**src/rtl/puf_response_demux16.sv**
```systemverilog
// Arbiter PUF response collector: walks sel 0..15, launches a race per
// bit, samples din after the settle time and publishes a 16-bit word.
module puf_response_demux16 #(
  parameter int SETTLE_CYCLES = 4
) (
  input  logic        clk,
  input  logic        rst_n,
  input  logic        start,
  input  logic        din,
  output logic [3:0]  sel,
  output logic        launch,
  output logic        busy,
  output logic [15:0] resp,
  output logic        valid
);

  typedef enum logic [1:0] {
    IDLE,
    LAUNCH,
    WAIT,
    CAPTURE
  } state_e;

  localparam logic [7:0] CNT_LOAD = 8'(SETTLE_CYCLES - 1);

  state_e      state_q, state_d;
  logic [3:0]  sel_q, sel_d;
  logic        launch_q, launch_d;
  logic        busy_q, busy_d;
  logic        valid_q, valid_d;
  logic [15:0] resp_q, resp_d;
  logic [15:0] work_q, work_d;
  logic [7:0]  cnt_q, cnt_d;

  always_comb begin
    state_d  = state_q;
    sel_d    = sel_q;
    launch_d = 1'b0;
    busy_d   = busy_q;
    valid_d  = valid_q;
    resp_d   = resp_q;
    work_d   = work_q;
    cnt_d    = cnt_q;
    unique case (state_q)
      IDLE: begin
        if (start) begin
          sel_d    = 4'd0;
          work_d   = 16'h0000;
          valid_d  = 1'b0;
          busy_d   = 1'b1;
          launch_d = 1'b1;
          state_d  = LAUNCH;
        end
      end
      LAUNCH: begin
        cnt_d   = CNT_LOAD;
        state_d = WAIT;
      end
      WAIT: begin
        if (cnt_q == 8'd0) begin
          state_d = CAPTURE;
        end else begin
          cnt_d = cnt_q - 8'd1;
        end
      end
      CAPTURE: begin
        work_d[sel_q] = din;
        // Publish straight from work_d so bit 15 lands in the same edge.
        if (sel_q == 4'd15) begin
          resp_d  = work_d;
          valid_d = 1'b1;
          busy_d  = 1'b0;
          state_d = IDLE;
        end else begin
          sel_d    = sel_q + 4'd1;
          launch_d = 1'b1;
          state_d  = LAUNCH;
        end
      end
      default: state_d = IDLE;
    endcase
  end

  always_ff @(posedge clk or negedge rst_n) begin
    if (!rst_n) begin
      state_q  <= IDLE;
      sel_q    <= 4'd0;
      launch_q <= 1'b0;
      busy_q   <= 1'b0;
      valid_q  <= 1'b0;
      resp_q   <= 16'h0000;
      work_q   <= 16'h0000;
      cnt_q    <= 8'd0;
    end else begin
      state_q  <= state_d;
      sel_q    <= sel_d;
      launch_q <= launch_d;
      busy_q   <= busy_d;
      valid_q  <= valid_d;
      resp_q   <= resp_d;
      work_q   <= work_d;
      cnt_q    <= cnt_d;
    end
  end

  assign sel    = sel_q;
  assign launch = launch_q;
  assign busy   = busy_q;
  assign resp   = resp_q;
  assign valid  = valid_q;

endmodule

```
**config.mk**
```make
export PLATFORM = sky130hd
export DESIGN_NAME = puf_response_demux16
export DESIGN_NICKNAME = d
export VERILOG_FILES = /design/src/rtl/puf_response_demux16.sv
export SDC_FILE = /design/constraint.sdc
export NUM_CORES = 1
export LEC_CHECK = 0
export CORE_AREA = 2 2 69 71
export CTS_BUF_LIST = sky130_fd_sc_hd__clkbuf_2 sky130_fd_sc_hd__clkbuf_4 sky130_fd_sc_hd__clkbuf_8
export DETAILED_ROUTE_END_ITERATION = 16
export DIE_AREA = 0 0 71 73
export PLACE_DENSITY_LB_ADDON = 0.25
export SYNTH_ARGS = -nofsm -noshare
export SYNTH_HDL_FRONTEND = slang
export SYNTH_SLANG_ARGS = --single-unit
```
**constraint.sdc**
```tcl
create_clock -name clk -period 3.8 [get_ports clk]
set_input_delay 0.76 -clock clk [delete_from_list [all_inputs] [get_ports clk]]
set_output_delay 0.76 -clock clk [all_outputs]
set_load 0.05 [all_outputs]
```
# Word level (Yosys, flattened, before mapping)

Cells that the tools add are included.

Input bits: 4
Word-level logic and storage cells: 55
Flip-flop bits (word level): 49
Output and inout port bits: 23

Reductions and logical operators: 11
Add/subtract/negate cells: 2
Eq/ne operators: 9
$lt $le $gt $ge: 2
Multiplexer cells: 23

Operators with widths:

| kind                                                              | number |
|---|---|
| case mux 16 bit (2 select lines)                                  | 1 |
| bitwise mux 16 bit                                                | 1 |
| 2-to-1 mux 16 bit                                                 | 1 |
| case mux 8 bit (2 select lines)                                   | 1 |
| != test 2 bit, second input constant                              | 5 |
| logical NOT 8 bit                                                 | 1 |
| 2-to-1 mux 1 bit                                                  | 8 |
| 2-to-1 mux 4 bit                                                  | 2 |
| 2-to-1 mux 8 bit                                                  | 1 |
| case mux 2 bit (4 select lines)                                   | 1 |
| case mux 4 bit (2 select lines)                                   | 1 |
| AND reduction 2 bit                                               | 4 |
| subtractor 8 x 1 -> 8 bit, second input constant                  | 1 |
| case mux 1 bit (2 select lines)                                   | 3 |
| AND reduction 3 bit                                               | 2 |
| less-than comparator 4 x 5 -> 1 bit, second input constant        | 1 |
| adder 4 x 1 -> 4 bit, second input constant                       | 1 |
| demux 1 bit (select 4 bit)                                        | 1 |
| equality test 2 bit, second input constant                        | 2 |
| equality test 4 bit, second input constant                        | 1 |
| greater-or-equal comparator 4 x 1 -> 1 bit, second input constant | 1 |
| 2-to-1 mux 2 bit                                                  | 2 |
| nonzero test 2 bit                                                | 2 |
| equality test 2 x 1 -> 1 bit, second input constant               | 1 |
| 2 further kinds                                                   | 2 |

# Logic depth before layout (Yosys ltp)

Depth in word-level cells: 6
Mapped depth: 7
Depth with buffers taken out: 6

# Worst setup path after synthesis

OpenSTA, ideal clock, no wires.

Path type: register to register
Start point: reg sel_q[1] (netlist: sel[1])
End point: reg resp_q[0] (netlist: resp[0])
Stages on the path, launching flop included: 6
Data required time: 3675 ps
Setup slack: 1688 ps
Buffers on the path: 2
Period minus slack after synthesis: 2112 ps
Arrival: 1987 ps
Setup time: 125 ps
Path through: dfrtp_1 ha_1 clkbuf_1 nand4_1 clkbuf_1 mux2_2

Cells in the longest elaborated chain, start to end: 5
Elaborated cells between the ends (all ways): 8
Classes of those cells: order compare: 2; eq/ne: 1; mux: 3; reduce/logical: 2

Ends and longest elaborated chain:

| element                                                                                                                 | RTL line | text |
|---|---|---|
| start: declaration                                                                                                      | 27       | `logic [3:0] sel_q, sel_d;` |
| start signal: assignment                                                                                                | 96       | `sel_q <= sel_d;` |
| less-than comparator 4 x 5 -> 1 bit (not written as such) or greater-or-equal comparator 4 x 1 -> 1 bit (tied branches) | 67       | `work_d[sel_q] = din;` |
| logical AND 1 bit (not written as such)                                                                                 | 67       |  |
| 2-to-1 mux 1 bit (not written as such)                                                                                  | 67       |  |
| demux 1 bit (select 4 bit)                                                                                              | 67       |  |
| bitwise mux 16 bit                                                                                                      | 67       |  |
| end signal: assignment                                                                                                  | 100      | `resp_q <= resp_d;` |
| end: declaration                                                                                                        | 31       | `logic [15:0] resp_q, resp_d;` |

Parallel ways exist; a longest one is shown, timed or not.
A chain may end at the register's enable or synchronous reset.

# Worst setup path after layout

Start point: reg sel_q[2] (netlist: sel[2])
End point: out sel[2]

RTL lines:

| element          | RTL line | text |
|---|---|---|
| end: declaration | 10       | `output logic [3:0] sel,` |

No word-level cell between the ends.

==> impl_metrics.json <==
{
  "critPathCaptureType": "output port",
  "critPathArrivalTime_ps": 1780,
  "synth-xor-area-share_pct": 0,
  "worstSkewPairLatency_ps": 300,
  "cp_num_buf_inv": 1,
  "critical_path.startpoint_type": "flop",
  "slew_violations": 0,
  "antenna_cells_inserted": 0,
  "max_clk_rate_mhz": 393,
  "tritoncts": "built",
  "detailroute.via_count": 1695,
  "pwr_density_cell_mw_per_mm2": 333,
  "timing.critical_path.max_delay_family": "buffers and inverters",
  "buffer_ports.inserted": 26,
  "cpPeakStageDelay_ps": 880,
  "asyncSetResetFlopFracSynth_pct": 100,
  "min_path_type": "reg2reg",
  "drt_iter0_drc": 126,
  "synth.lib_cells_used.distinct": 37,
  "clock_tree.buffer_depth": 2,
  "post_synth_instance_area_mm2": 0.00233,
  "final_min_period_over_clock_period_pct": 66.9,
  "slew-limit-headroom_pct": 31.1,
  "number_of_violations_of_the_max_capacitance_limit": 0,
  "worst_r2r_path_depth": 4,
  "critical_path_class": "reg2out",
  "synth_top_area_share_pct": 51.6,
  "setup-violations-final": 0,
  "htree_num_levels": 2,
  "totalWireLength_mm": 4.24,
  "setup-tns-final_ps": 0,
  "grt_setup_unrepaired": "no",
  "drive_above_1_share_pct": 10.1,
  "wire_per_inst_um": 14.1,
  "antenna_left": 0,
  "place_congestion": 0.811,
  "synth_ff_type": "sky130_fd_sc_hd__dfrtp_1",
  "drt_first_pass_iters": 4,
  "synth_fa_ha_area_share_pct": 5.37,
  "synth_enable_flop_cells": 0,
  "clk_transition_reported_paths_ps": 90,
  "max_slew.worst_pin.slew_ps": 1030,
  "final_nets": 260,
  "cts_root_buf": "sky130_fd_sc_hd__clkbuf_8",
  "synth_simple_gate_area_share_pct": 12.3,
  "final_common_cell": "sky130_fd_sc_hd__dfrtp_1",
  "drc_errors": 0,
  "cts_setup_buffers": 0,
  "timing.critical_path.slowest_stage_cell": "sky130_fd_sc_hd__clkdlybuf4s50_1",
  "post_synth_main_area_contributors": "sky130_fd_sc_hd__dfrtp_1 52%, sky130_fd_sc_hd__ha_1 5.4%, sky130_fd_sc_hd__mux2_2 4.8%",
  "synth_top_family_by_area": "compound AO/OA/AOI/OAI gates",
  "cts_buffer_count": 5,
  "mappedNetlistNets": 236,
  "cts_hold_repair.buffers": 0,
  "count_of_boundary_i_o_pins": 27,
  "synth.yosys.seq_area_share_pct": 51.6,
  "synth_warnings": 0,
  "worstHoldEndpoint": "resp[13]",
  "depth_of_the_worst_hold_timing_path": 2,
  "ys_ff_latch": 48,
  "grt_usage_pct": 18.3,
  "grt_max_degree": 49,
  "number_of_hold_slack_violations_in_the_final_timing_report": 0,
  "layout_common_cells": "48 x sky130_fd_sc_hd__dfrtp_1, 25 x sky130_fd_sc_hd__nand2_1, 25 x sky130_fd_sc_hd__clkdlybuf4s50_1",
  "r2r_slack_ps": 1600,
  "grt_pass1_wl_mm": 7.48,
  "syn-instance-count": 222,
  "timing.critical_path.cells": "clkdlybuf4s50_1",
  "die_width_um": 71,
  "place_hpwl_mm": 2.80,
  "worstPathRequired_ps": 3040,
  "grt_antenna_before_repair": 0,
  "layout-area-overhead-vs-synth_pct": 17.4,
  "ir_drop_mv": 0.178,
  "critical_path.max_fanout": 13,
  "cts_resized": 0,
  "start_util_pct": 51.3,
  "clock-sinks": 48,
  "outcome": "finished, final reports clean",
  "muxShareOfSynthArea_pct": 7.20,
  "critical_path.reg2reg.endpoint": "resp[10]",
  "floorplan.die_area_mm2": 0.00518,
  "synth_area_per_cell_um2": 10.5,
  "synth_compound_area_share_pct": 18.9,
  "die_y_um": 73,
  "finalCriticalPeriod_ps": 2540,
  "core_area_mm2": 0.00454,
  "overflow": 0,
  "worstHoldStart": "resp[13]",
  "leakagePower_nw": 1.28,
  "num_rows": 25,
  "detail_routed_via_count_per_cell": 5.63,
  "fin_ws_ps": 1260,
  "fin_worst_skew_ps": 5.36,
  "first_global_vias": 1644,
  "timing.rr.start": "state_q[1]",
  "synth.largest_area_cell": "sky130_fd_sc_hd__dfrtp_1",
  "pre_cts_slack_ps": 1180
}
-- stage by stage --
step	instances	util, %	hold slack, ps	power (W)	area, um^2
finish	301	60.2	483	0.000909	2730
global route	301	60.2	525	0.000945	2730
CTS	301	60.2	491	0.000921	2730
detailed placement	293	57.8	472	0.000550	2620
global placement	293	57.8	465	0.000549	2620
floorplan	222	-	449	0.000534	2330
-- routing by layer --
metal  track usage [%]  wire [um]  up-vias
met2              28.1       1930       31
met3              4.42        167        7
met5                 0          0        -
li1                  -          -      837
met1              24.8       2050      820
met4              7.97         91        0
-- layout make-up --
| class | instances | area (um^2) |
|---|---|---|
| sequential | 48 | 1200 |
| timing repair buffer | 27 | 263 |
| fill | 389 | 1800 |
| multi-input combinational | 145 | 1020 |
| clock inverter | 2 | 35.0 |
| clock buffer | 6 | 76.3 |
| inverter | 19 | 71.3 |
| tap | 54 | 67.6 |
-- sequential cells by signal, summed over array words and instances, names as in the netlist --
name	cells
resp	16
work_q	15
cnt_q	8
sel	4
state_q	2
busy	1
launch	1
valid	1
-- cell families after synthesis --
family / Yosys count
compound gates: 61
fa+ha+maj: 10
buf+inv: 29
flops: 48
mux: 15
simple gates: 59
-- power by group --
group          switching, W  leakage, nW  internal [W]
combinational     0.0000153        0.628    0.00000635
clock              0.000168       0.0586      0.000203
sequential       0.00000186        0.593      0.000515
total              0.000185         1.28      0.000724
-- synthesized netlist by cell type, drive strengths merged, types with 2 or more instances --
| cell type | number |
|---|---|
| dfrtp | 48 |
| nand2 | 26 |
| inv | 19 |
| mux2 | 11 |
| o21ai | 11 |
| a21o | 10 |
| a21oi | 10 |
| clkbuf | 10 |
| ha | 10 |
| nand3 | 10 |
| a22o | 9 |
| nor2 | 7 |
| o22ai | 7 |
| mux2i | 4 |
| nor2b | 4 |
| o211ai | 3 |
| o41ai | 3 |
| nand2b | 2 |
| nand4 | 2 |
| nor3 | 2 |
| o311ai | 2 |
-- worst max path at each step --
stage                start         to  slack [ps]  depth (start not counted)
floorplan           sel[1]    resp[0]        1690                          5
global placement     start  work_q[5]        1250                          5
detailed placement   start  work_q[6]        1180                          5
CTS                 sel[2]     sel[2]        1250                          1
global route        sel[2]     sel[2]        1180                          1
finish              sel[2]     sel[2]        1260                          1
(Power assumes the default switching activity.)
